$ cat src/rtl/rr_tenure_scheduler_if.sv
// Request/grant bundle between requesters (master side) and the tenure scheduler (slave side).
// rel carries the per-requester end-of-tenure pulses.
interface rr_tenure_scheduler_if #(
  parameter int NREQ = 4
) ();
  localparam int IDW = $clog2(NREQ);

  logic [NREQ-1:0] req;
  logic [NREQ-1:0] rel;
  logic [NREQ-1:0] gnt;
  logic [IDW-1:0]  gnt_id;
  logic            busy;
  logic            preempt;

  modport master (
    output req, rel,
    input  gnt, gnt_id, busy, preempt
  );

  modport slave (
    input  req, rel,
    output gnt, gnt_id, busy, preempt
  );
endinterface

$ cat src/rtl/rr_tenure_scheduler.sv
// Round-robin scheduler that grants a shared resource for a multi-cycle tenure,
// ended by owner release, owner dropping req, or a bounded hold timer.
//
// state     | meaning
// S_IDLE    | no owner; arbitrate among req starting at ptr
// S_GRANT   | one owner holds gnt; hold timer running
// S_RECOVER | one-cycle gap after a tenure; preempt visible if it timed out
module rr_tenure_scheduler #(
  parameter int NREQ     = 4,
  parameter int HOLD_MAX = 16
) (
  input  logic                 clk,
  input  logic                 rst,
  rr_tenure_scheduler_if.slave bus
);
  localparam int IDW = $clog2(NREQ);
  localparam int CW  = $clog2(HOLD_MAX);
  localparam logic [CW-1:0]  CNT_LAST = CW'(HOLD_MAX - 1);
  localparam logic [IDW-1:0] ID_LAST  = IDW'(NREQ - 1);

  typedef enum logic [1:0] {
    S_IDLE,
    S_GRANT,
    S_RECOVER
  } state_t;

  state_t          state, state_nxt;
  logic [NREQ-1:0] gnt, gnt_nxt;
  logic [IDW-1:0]  gnt_id, gnt_id_nxt;
  logic            busy, busy_nxt;
  logic            preempt, preempt_nxt;
  logic [IDW-1:0]  ptr, ptr_nxt;
  logic [CW-1:0]   cnt, cnt_nxt;

  logic            win_found;
  logic [IDW-1:0]  win_id;
  logic            owner_end;
  logic            others_wait;

  // Scan from the highest offset down so the last hit is the first set bit at/after ptr.
  always_comb begin
    win_found = 1'b0;
    win_id    = '0;
    for (int i = NREQ - 1; i >= 0; i--) begin
      if (bus.req[(int'(ptr) + i) % NREQ]) begin
        win_found = 1'b1;
        win_id    = IDW'((int'(ptr) + i) % NREQ);
      end
    end
  end

  assign owner_end   = bus.rel[gnt_id] || !bus.req[gnt_id];
  assign others_wait = |(bus.req & ~gnt);

  always_comb begin
    state_nxt   = state;
    gnt_nxt     = gnt;
    gnt_id_nxt  = gnt_id;
    busy_nxt    = busy;
    preempt_nxt = 1'b0;
    ptr_nxt     = ptr;
    cnt_nxt     = cnt;
    case (state)
      S_IDLE: begin
        if (win_found) begin
          gnt_nxt         = '0;
          gnt_nxt[win_id] = 1'b1;
          gnt_id_nxt      = win_id;
          busy_nxt        = 1'b1;
          cnt_nxt         = '0;
          ptr_nxt         = (win_id == ID_LAST) ? '0 : win_id + 1'b1;
          state_nxt       = S_GRANT;
        end
      end
      S_GRANT: begin
        if (owner_end) begin
          gnt_nxt   = '0;
          busy_nxt  = 1'b0;
          state_nxt = S_RECOVER;
        end else if (cnt == CNT_LAST && others_wait) begin
          gnt_nxt     = '0;
          busy_nxt    = 1'b0;
          preempt_nxt = 1'b1;
          state_nxt   = S_RECOVER;
        end else if (cnt != CNT_LAST) begin
          cnt_nxt = cnt + 1'b1;
        end
      end
      S_RECOVER: begin
        state_nxt = S_IDLE;
      end
      default: begin
        state_nxt = S_IDLE;
        gnt_nxt   = '0;
        busy_nxt  = 1'b0;
      end
    endcase
  end

  always_ff @(posedge clk or negedge rst) begin
    if (!rst) begin
      state   <= S_IDLE;
      gnt     <= '0;
      gnt_id  <= '0;
      busy    <= 1'b0;
      preempt <= 1'b0;
      ptr     <= '0;
      cnt     <= '0;
    end else begin
      state   <= state_nxt;
      gnt     <= gnt_nxt;
      gnt_id  <= gnt_id_nxt;
      busy    <= busy_nxt;
      preempt <= preempt_nxt;
      ptr     <= ptr_nxt;
      cnt     <= cnt_nxt;
    end
  end

  assign bus.gnt     = gnt;
  assign bus.gnt_id  = gnt_id;
  assign bus.busy    = busy;
  assign bus.preempt = preempt;
endmodule

$ cat src/flat_wrapper.sv
// flat-port wrapper written by rule: the top's interface ports become plain ports
module rr_tenure_scheduler_flat 
#(
  parameter int NREQ     = 4,
  parameter int HOLD_MAX = 16
)
  (clk, rst, bus_req, bus_rel, bus_gnt, bus_gnt_id, bus_busy, bus_preempt);
  rr_tenure_scheduler_if #(.NREQ(NREQ)) bus_i ();
  input  logic clk;
  input  logic rst;
  input wire logic [$bits(bus_i.req)-1:0] bus_req;
  input wire logic [$bits(bus_i.rel)-1:0] bus_rel;
  output wire logic [$bits(bus_i.gnt)-1:0] bus_gnt;
  output wire logic [$bits(bus_i.gnt_id)-1:0] bus_gnt_id;
  output wire logic [$bits(bus_i.busy)-1:0] bus_busy;
  output wire logic [$bits(bus_i.preempt)-1:0] bus_preempt;
  assign bus_i.req = bus_req;
  assign bus_i.rel = bus_rel;
  assign bus_gnt = bus_i.gnt;
  assign bus_gnt_id = bus_i.gnt_id;
  assign bus_busy = bus_i.busy;
  assign bus_preempt = bus_i.preempt;
  rr_tenure_scheduler #(.NREQ(NREQ), .HOLD_MAX(HOLD_MAX)) u_core (.clk(clk), .rst(rst), .bus(bus_i));
endmodule
$ cat config.mk
export PLATFORM = sky130hd
export DESIGN_NAME = rr_tenure_scheduler_flat
export DESIGN_NICKNAME = d
export VERILOG_FILES = /design/src/rtl/rr_tenure_scheduler_if.sv /design/src/rtl/rr_tenure_scheduler.sv /design/src/flat_wrapper.sv
export SDC_FILE = /design/constraint.sdc
export NUM_CORES = 1
export LEC_CHECK = 0
export ABC_AREA = 1
export BUFFER_PORTS_ARGS = -buffer_cell sky130_fd_sc_hd__buf_2
export CAP_MARGIN = 20
export CORE_MARGIN = 3
export CORE_UTILIZATION = 42
export CTS_CLUSTER_SIZE = 24
export DETAILED_ROUTE_END_ITERATION = 7
export HOLD_SLACK_MARGIN = 0.06
export PLACE_DENSITY = 0.63
export SYNTH_ARGS = -nofsm -noshare
export SYNTH_HDL_FRONTEND = slang
export SYNTH_SLANG_ARGS = --single-unit
$ cat constraint.sdc
create_clock -name clk -period 2.29 [get_ports clk]
set_input_delay 0.3435 -clock clk [delete_from_list [all_inputs] [get_ports clk]]
set_output_delay 0.3435 -clock clk [all_outputs]
set_load 0.01 [all_outputs]
==> results of run 1 <==
==> worst min-delay path by stage <==
stage | start | endpoint | slack (ps) | depth (start not counted)
after floorplan | rst | u_core.bus.busy | 50 | 0
after global placement | rst | u_core.bus.preempt | 280 | 1
final | rst | u_core.bus.preempt | 480 | 2
after detailed placement | rst | u_core.bus.preempt | 280 | 1
after CTS | rst | u_core.bus.preempt | 490 | 2
after global routing | rst | u_core.bus.preempt | 500 | 2
==> metal layers <==
layer	global-route usage, %	up-vias
li1	-	550
met1	19.5	491
met2	27.6	20
met3	4.82	2
met4	3.97	0
met5	0	-
==> power by group <==
| part | internal, uW | leakage [uW] | total (uW) | switching [uW] |
|---|---|---|---|---|
| Sequential | 385 | 0.000208 | 490 | 105 |
| Clock | 96.8 | 0.0000210 | 189 | 92.2 |
| Combinational | 411 | 0.000559 | 1180 | 772 |
==> cells in the mapped netlist <==
cell type,number
a21o_1,1
and2_4,1
buf_6,1
dfrtp_1,16
ha_1,5
inv_1,23
inv_2,2
inv_4,2
nand2_1,70
nand2_2,9
nand2_4,2
nand3_1,15
nand3_2,2
nand3_4,1
nand3b_1,1
nor2_1,8
nor2_4,2
nor3_1,1
nor3b_1,1
o21ai_1,2
o21ai_2,2
xor2_1,1
==> cell type report <==
cell class / count / area (sq um) / area share (%)
Clock buffer: 4 / 36.3 / 2.75
Tap cell: 30 / 37.5 / 2.85
Multi-Input combinational cell: 124 / 642 / 48.7
Inverter: 27 / 106 / 8.07
Sequential cell: 16 / 400 / 30.4
Timing Repair Buffer: 18 / 95.1 / 7.22
==> worst max-delay path: cells and delay by family (launching register included) <==
family | cells | cell delay (ps)
adders and majority gates | 1 | 300
buffers and inverters | 2 | 210
and+or+nand+nor | 9 | 740
DFF | 1 | 500
AOI/OAI and AO/OA | 1 | 40
==> metrics by stage <==
step / utilization (%) / cell area (sq um) / hold slack, ps / instances
global route: 51.8 / 1320 / 500 / 219
CTS: 51.8 / 1320 / 493 / 219
detailed placement: 50.0 / 1270 / 283 / 214
floorplan: - / 1160 / 47.9 / 168
finish: 51.8 / 1320 / 478 / 219
global placement: 50.0 / 1270 / 278 / 214
==> registers in the layout, summed over array words and instances, names as in the netlist <==
register	flops
u_core.state	2
u_core.bus.preempt	1
u_core.bus.busy	1
u_core.ptr	2
u_core.cnt	4
u_core.bus.gnt_id	2
u_core.bus.gnt	4
==> logic make-up after synthesis <==
| family | after synthesis | share of synthesized area [%] |
|---|---|---|
| AND/OR/NAND/NOR | 113 | 46.2 |
| buffers and inverters | 28 | 10.1 |
| flip-flops | 16 | 34.5 |
| XOR/XNOR | 1 | 0.755 |
| AO/OA/AOI/OAI | 5 | 3.02 |
| adder cells (fa/ha/maj) | 5 | 5.39 |
==> flow_summary_export.csv, run 1 <==
group,metric,value,unit
sta,fmax,0.525,GHz
setup_path,cp-endpoint,"u_core.ptr[1]",
setup_path,worstSetupStartpoint,"u_core.ptr[0]",
clock_tree,ctsHtreeMaxLevel,1,
place,post-place-ws,400,ps
clock_tree,clock_latency,290,ps
clock_tree,cts.sinks,16,
setup_path,critical_path_class,"reg2reg",
sta,layout_setup_ws,387,ps
floorplanning,coreArea,0.00254,sq mm
global_route,track_usage,16.0,%
place,place_congestion,0.793,
setup_path,rr_worst_depth,13,
clock_tree,cts_resized,0,
floorplanning,start_util,45.6,%
sta,setup_viol,0,
setup_path,critPathArrivalTime,2090,ps
setup_path,cp-end-kind,"register",
floorplanning,die_height,58.6,um
floorplanning,ios,18,
finish,fill_cells,271,
detailed_routing,vias,1063,
floorplanning,die-area,0.00343,sq mm
yosys,synth_top_cell_by_area,"dfrtp_1",
detailed_routing,wl_met3,106,um
job,cap_viol_max_count,0,
global_route,antenna_found_initial,0,
setup_path,worstPathRequired,2470,ps
setup_path,crit_path_start_kind,"register",
setup_path,r2r_start,"u_core.ptr[0]",
sta,finalSetupTns,0,ps
finish,layout_commonest_cell,"nand2_1",
detailed_routing,highest_layer,"met4",
finish,final_cell_mix,"nand2_1 (70), inv_1 (23), buf_2 (17)",
detailed_routing,wl_met2,1.23,mm
power,power,1860,uW
setup_path,max_stage_delay,500,ps
detailed_routing,antenna_left,0,
sta,post-route-period-util,83.1,%
global_route,grt_pass1_vias,996,
finish,syn2layout_area_growth,13.6,%
sta,worst_slew_pin_slew,356,ps
sta,final.min_clock_period,1900,ps
yosys,synth.area.top_cells,"dfrtp_1 (35%), nand2_1 (23%), inv_1 (7.4%), nand3_1 (6.5%), ha_1 (5.4%)",
clock_tree,post_cts_buffers,0,
outcome,outcome,"complete, no violations",
power,peakVddDrop,0.827,mV
sta,relSlewSlack,76.2,%
clock_tree,cts_buffer_depth,2,
yosys,yosysTopAreaCellShare,34.5,%
finish,antennaDiodeCount,0,
yosys,synth.net_count,183,
global_route,grt_overflow,0,
detailed_routing,drt-vias-per-instance,4.85,
detailed_routing,routed_wl,2.41,mm
detailed_routing,first_pass_iters,4,
setup_path,crit_chain,"inv_4 -> nand2_1 -> nand2_1 -> nand2_2 -> nand2_4 -> nand3_1 -> nand2_1 -> nand2_1 -> nand2_2 -> inv_1 -> ha_1 -> nand2_2 -> o21ai_2",
finish,nNetsFinal,205,
floorplanning,die_x,58.6,um
detailed_routing,wl_met1,1.06,mm
hold_path,hold_path_class,"in2async",
yosys,yosys_warnings,0,
power,leakagePower,0.000788,uW
yosys,avgSynthCellArea,6.90,sq um
detailed_routing,drc,0,
clock_tree,cts_buffers,3,
setup_path,critPathMaxFanout,10,
sta,rsz0062_at_grt,"false",
sta,hold_viol_final,0,
yosys,yosysUniqueCellTypes,22,
finish,drive_above_1_share,23.3,%
yosys,syn_area,0.00116,sq mm
global_route,grt_start_max_net_pins,17,
detailed_routing,drt-wirelength-per-cell,11.0,um
clock_tree,root_buffer,"clkbuf_4",
yosys,synth_seq_cells,16,
global_route,grt_first_pass_wirelength,4.18,mm
setup_path,reg2reg_to,"u_core.ptr[1]",
clock_tree,cts_tree,"built",
floorplanning,rows,18,
setup_path,path_common_cell,"nand2_1",
yosys,synthCells,168,
place,hpwl,1.98,mm
clock_tree,hold_buffers,1,
setup_path,r2r_slack,390,ps
yosys,ys_seq_area_share,34.5,%
sta,clock_skew,8.14,ps
power,powerDensity,1410,mW/mm^2
place,io_buffers,17,
setup_path,cpMaxStageDelayCell,"dfrtp_1",
detailed_routing,drt-initial-drc-count,29,
clock_tree,path_clk_slew,100,ps
sta,slew_violations,0,
(Power assumes the default switching activity.)
==> run 2, diff against run 1 <==
Settings changed: ABC_AREA 1 to 0, PLACE_DENSITY 0.63 to 0.64.
Clock period 2.29 ns to 1.8 ns, I/O delays scaled along.
==> flow_summary_export.csv, run 2 <==
group,metric,value,unit
outcome,outcome,"complete, no violations",
setup_path,crit_family,"flip-flops",
yosys,async_flop_share,100,%
setup_path,max_stage_delay,450,ps
setup_path,r2r_slack,150,ps
setup_path,cp-end-kind,"register",
finish,drive_above_1_share,27.2,%
clock_tree,cts_buffers,3,
global_route,antenna_found_initial,0,
yosys,avgSynthCellArea,10.3,sq um
setup_path,critPathArrivalTime,1840,ps
sta,setup_viol,0,
sta,worst_slew_pin_slew,623,ps
setup_path,cpMaxStageDelayCell,"dfrtp_1",
finish,layout_commonest_cell,"buf_2",
yosys,synth.top_cells.by_count,"dfrtp_1 (16), mux2i_1 (8), inv_1 (7), nand2_1 (7), nand2b_1 (7)",
sta,fmax,0.606,GHz
floorplanning,ios,18,
clock_tree,clock_latency,300,ps
power,peakVddDrop,0.748,mV
finish,nNetsFinal,130,
yosys,synth_most_common_cell,"dfrtp_1",
setup_path,crit_buf_inv,1,
detailed_routing,drt-initial-drc-count,8,
global_route,grt_overflow,0,
detailed_routing,drt-wirelength-per-cell,13.9,um
sta,slew_violations,0,
global_route,track_usage,17.0,%
power,leakagePower,0.000535,uW
finish,reg_top3,"u_core.bus.gnt (4), u_core.cnt (4)",
yosys,synthCells,92,
detailed_routing,drc,0,
hold_path,hold_path_class,"in2async",
setup_path,worstPathRequired,1990,ps
clock_tree,path_clk_slew,100,ps
yosys,synth_seq_cells,16,
sta,hold-worst-slack,396,ps
setup_path,crit_chain,"a21oi_1 -> nor3b_1 -> nor3_2 -> inv_1 -> ha_1 -> mux2i_1 -> o2bb2ai_1",
sta,layout_setup_ws,150,ps
setup_path,crit_path_start_kind,"register",
finish,fill_cells,199,
yosys,synth_top_cell_by_area,"dfrtp_1",
sta,finalSetupTns,0,ps
clock_tree,cts_tree,"built",
job,cap_viol_max_count,0,
global_route,grt_pass1_vias,737,
clock_tree,post_cts_buffers,0,
sta,rsz0062_at_grt,"false",
finish,syn2layout_area_growth,18.7,%
global_route,busiest_layer,"met2",
setup_path,critical_path_class,"reg2reg",
detailed_routing,antenna_left,0,
yosys,synth.area.top_cells,"dfrtp_1 (42%), mux2i_1 (8.4%), ha_1 (6.6%), nand2b_1 (4.6%), o2bb2ai_1 (3.7%)",
floorplanning,die_x,53.6,um
finish,antennaDiodeCount,0,
clock_tree,root_buffer,"clkbuf_4",
floorplanning,start_util,46.2,%
setup_path,path_depth,7,
detailed_routing,routed_wl,1.95,mm
clock_tree,cts_buffer_depth,2,
setup_path,critPathMaxFanout,5,
yosys,synthFlopType,"dfrtp_1",
floorplanning,coreArea,0.00206,sq mm
yosys,syn_area,952,sq um
global_route,grt_use_met2,26.3,%
floorplanning,rows,16,
detailed_routing,first_pass_iters,4,
yosys,yosys_warnings,0,
detailed_routing,vias,749,
place,hpwl,1.51,mm
place,place_congestion,0.793,
place,io_buffers,17,
setup_path,rr_worst_depth,7,
yosys,yosysTopAreaCellShare,42.0,%
global_route,use_met1,22.6,%
global_route,grt_start_max_net_pins,17,
yosys,yosysUniqueCellTypes,30,
finish,final_cell_mix,"buf_2 (17), dfrtp_1 (16), mux2i_1 (8)",
yosys,ys_seq_area_share,42.0,%
sta,final.min_clock_period,1650,ps
yosys,synth.net_count,107,
sta,relSlewSlack,58.2,%
sta,post-route-period-util,91.7,%
sta,clock_skew,6.71,ps
global_route,grt_first_pass_wirelength,3.48,mm
place,post-place-ws,15.3,ps
clock_tree,cts.sinks,16,
floorplanning,die-area,0.00287,sq mm
yosys,synth_edf_count,0,
floorplanning,die_height,53.6,um
global_route,use_met3,4.16,%
clock_tree,ctsHtreeMaxLevel,1,
sta,hold_viol_final,0,
power,powerDensity,1420,mW/mm^2
detailed_routing,drt-vias-per-instance,5.31,
[run 2: final cells by class]
| cell class | instances | area (sq um) | share of cell area, % |
|---|---|---|---|
| Inverter | 7 | 26.3 | 2.33 |
| Sequential cell | 16 | 400 | 35.4 |
| Timing Repair Buffer | 20 | 110 | 9.75 |
| Tap cell | 27 | 33.8 | 2.99 |
| Clock buffer | 4 | 36.3 | 3.21 |
| Multi-Input combinational cell | 67 | 523 | 46.3 |
[run 2: logic make-up (layout without fill, tap and decap cells)]
group           after synthesis  count (layout)  share of synthesized area (%)
buf+inv                       9              31                           3.55
flops                        16              16                           42.0
fa+ha+maj                     5               5                           6.57
compound gates               15              15                           11.0
simple gates                 36              36                           23.7
mux                          11              11                           13.1
[run 2: routing by layer]
metal | wire (um) | part of all wire (%)
met1 | 948 | 49
met2 | 871 | 45
met3 | 97 | 5.0
met4 | 37 | 1.9
met5 | 0 | 0
[run 2: path summary, 6_finish.rpt]
| path | from | to |
|---|---|---|
| max | u_core.ptr[1] | u_core.bus.gnt[1] |
| min | rst | u_core.bus.gnt[3] |
| max reg2reg | u_core.ptr[1] | u_core.bus.gnt[1] |
| min reg2reg | u_core.bus.busy | u_core.bus.busy |
| max in group asynchronous | rst | u_core.cnt[0] |
| min in group clk | u_core.bus.busy | u_core.bus.busy |
[run 2: power breakdown]
part	internal (uW)	switching [uW]	leakage [uW]
sequential	495	132	0.000206
combinational	323	400	0.000308
clock	123	126	0.0000210
total	942	658	0.000535
[run 2: through the flow]
step	instances	utilization, %	cell area (sq um)	power (uW)
final	141	54.8	1130	1600
after detailed placement	136	52.3	1080	1360
after global placement	136	52.3	1080	1340
after global routing	141	54.8	1130	1740
after floorplan	92	-	952	1110
after CTS	141	54.8	1130	1610
[run 2: timing repair]
item / CTS / global route
endpoints found under the setup margin: 1 / 0
hold buffers: 1 / 0
gates resized for setup: 1 / 0
endpoints found under the hold margin: 16 / 0
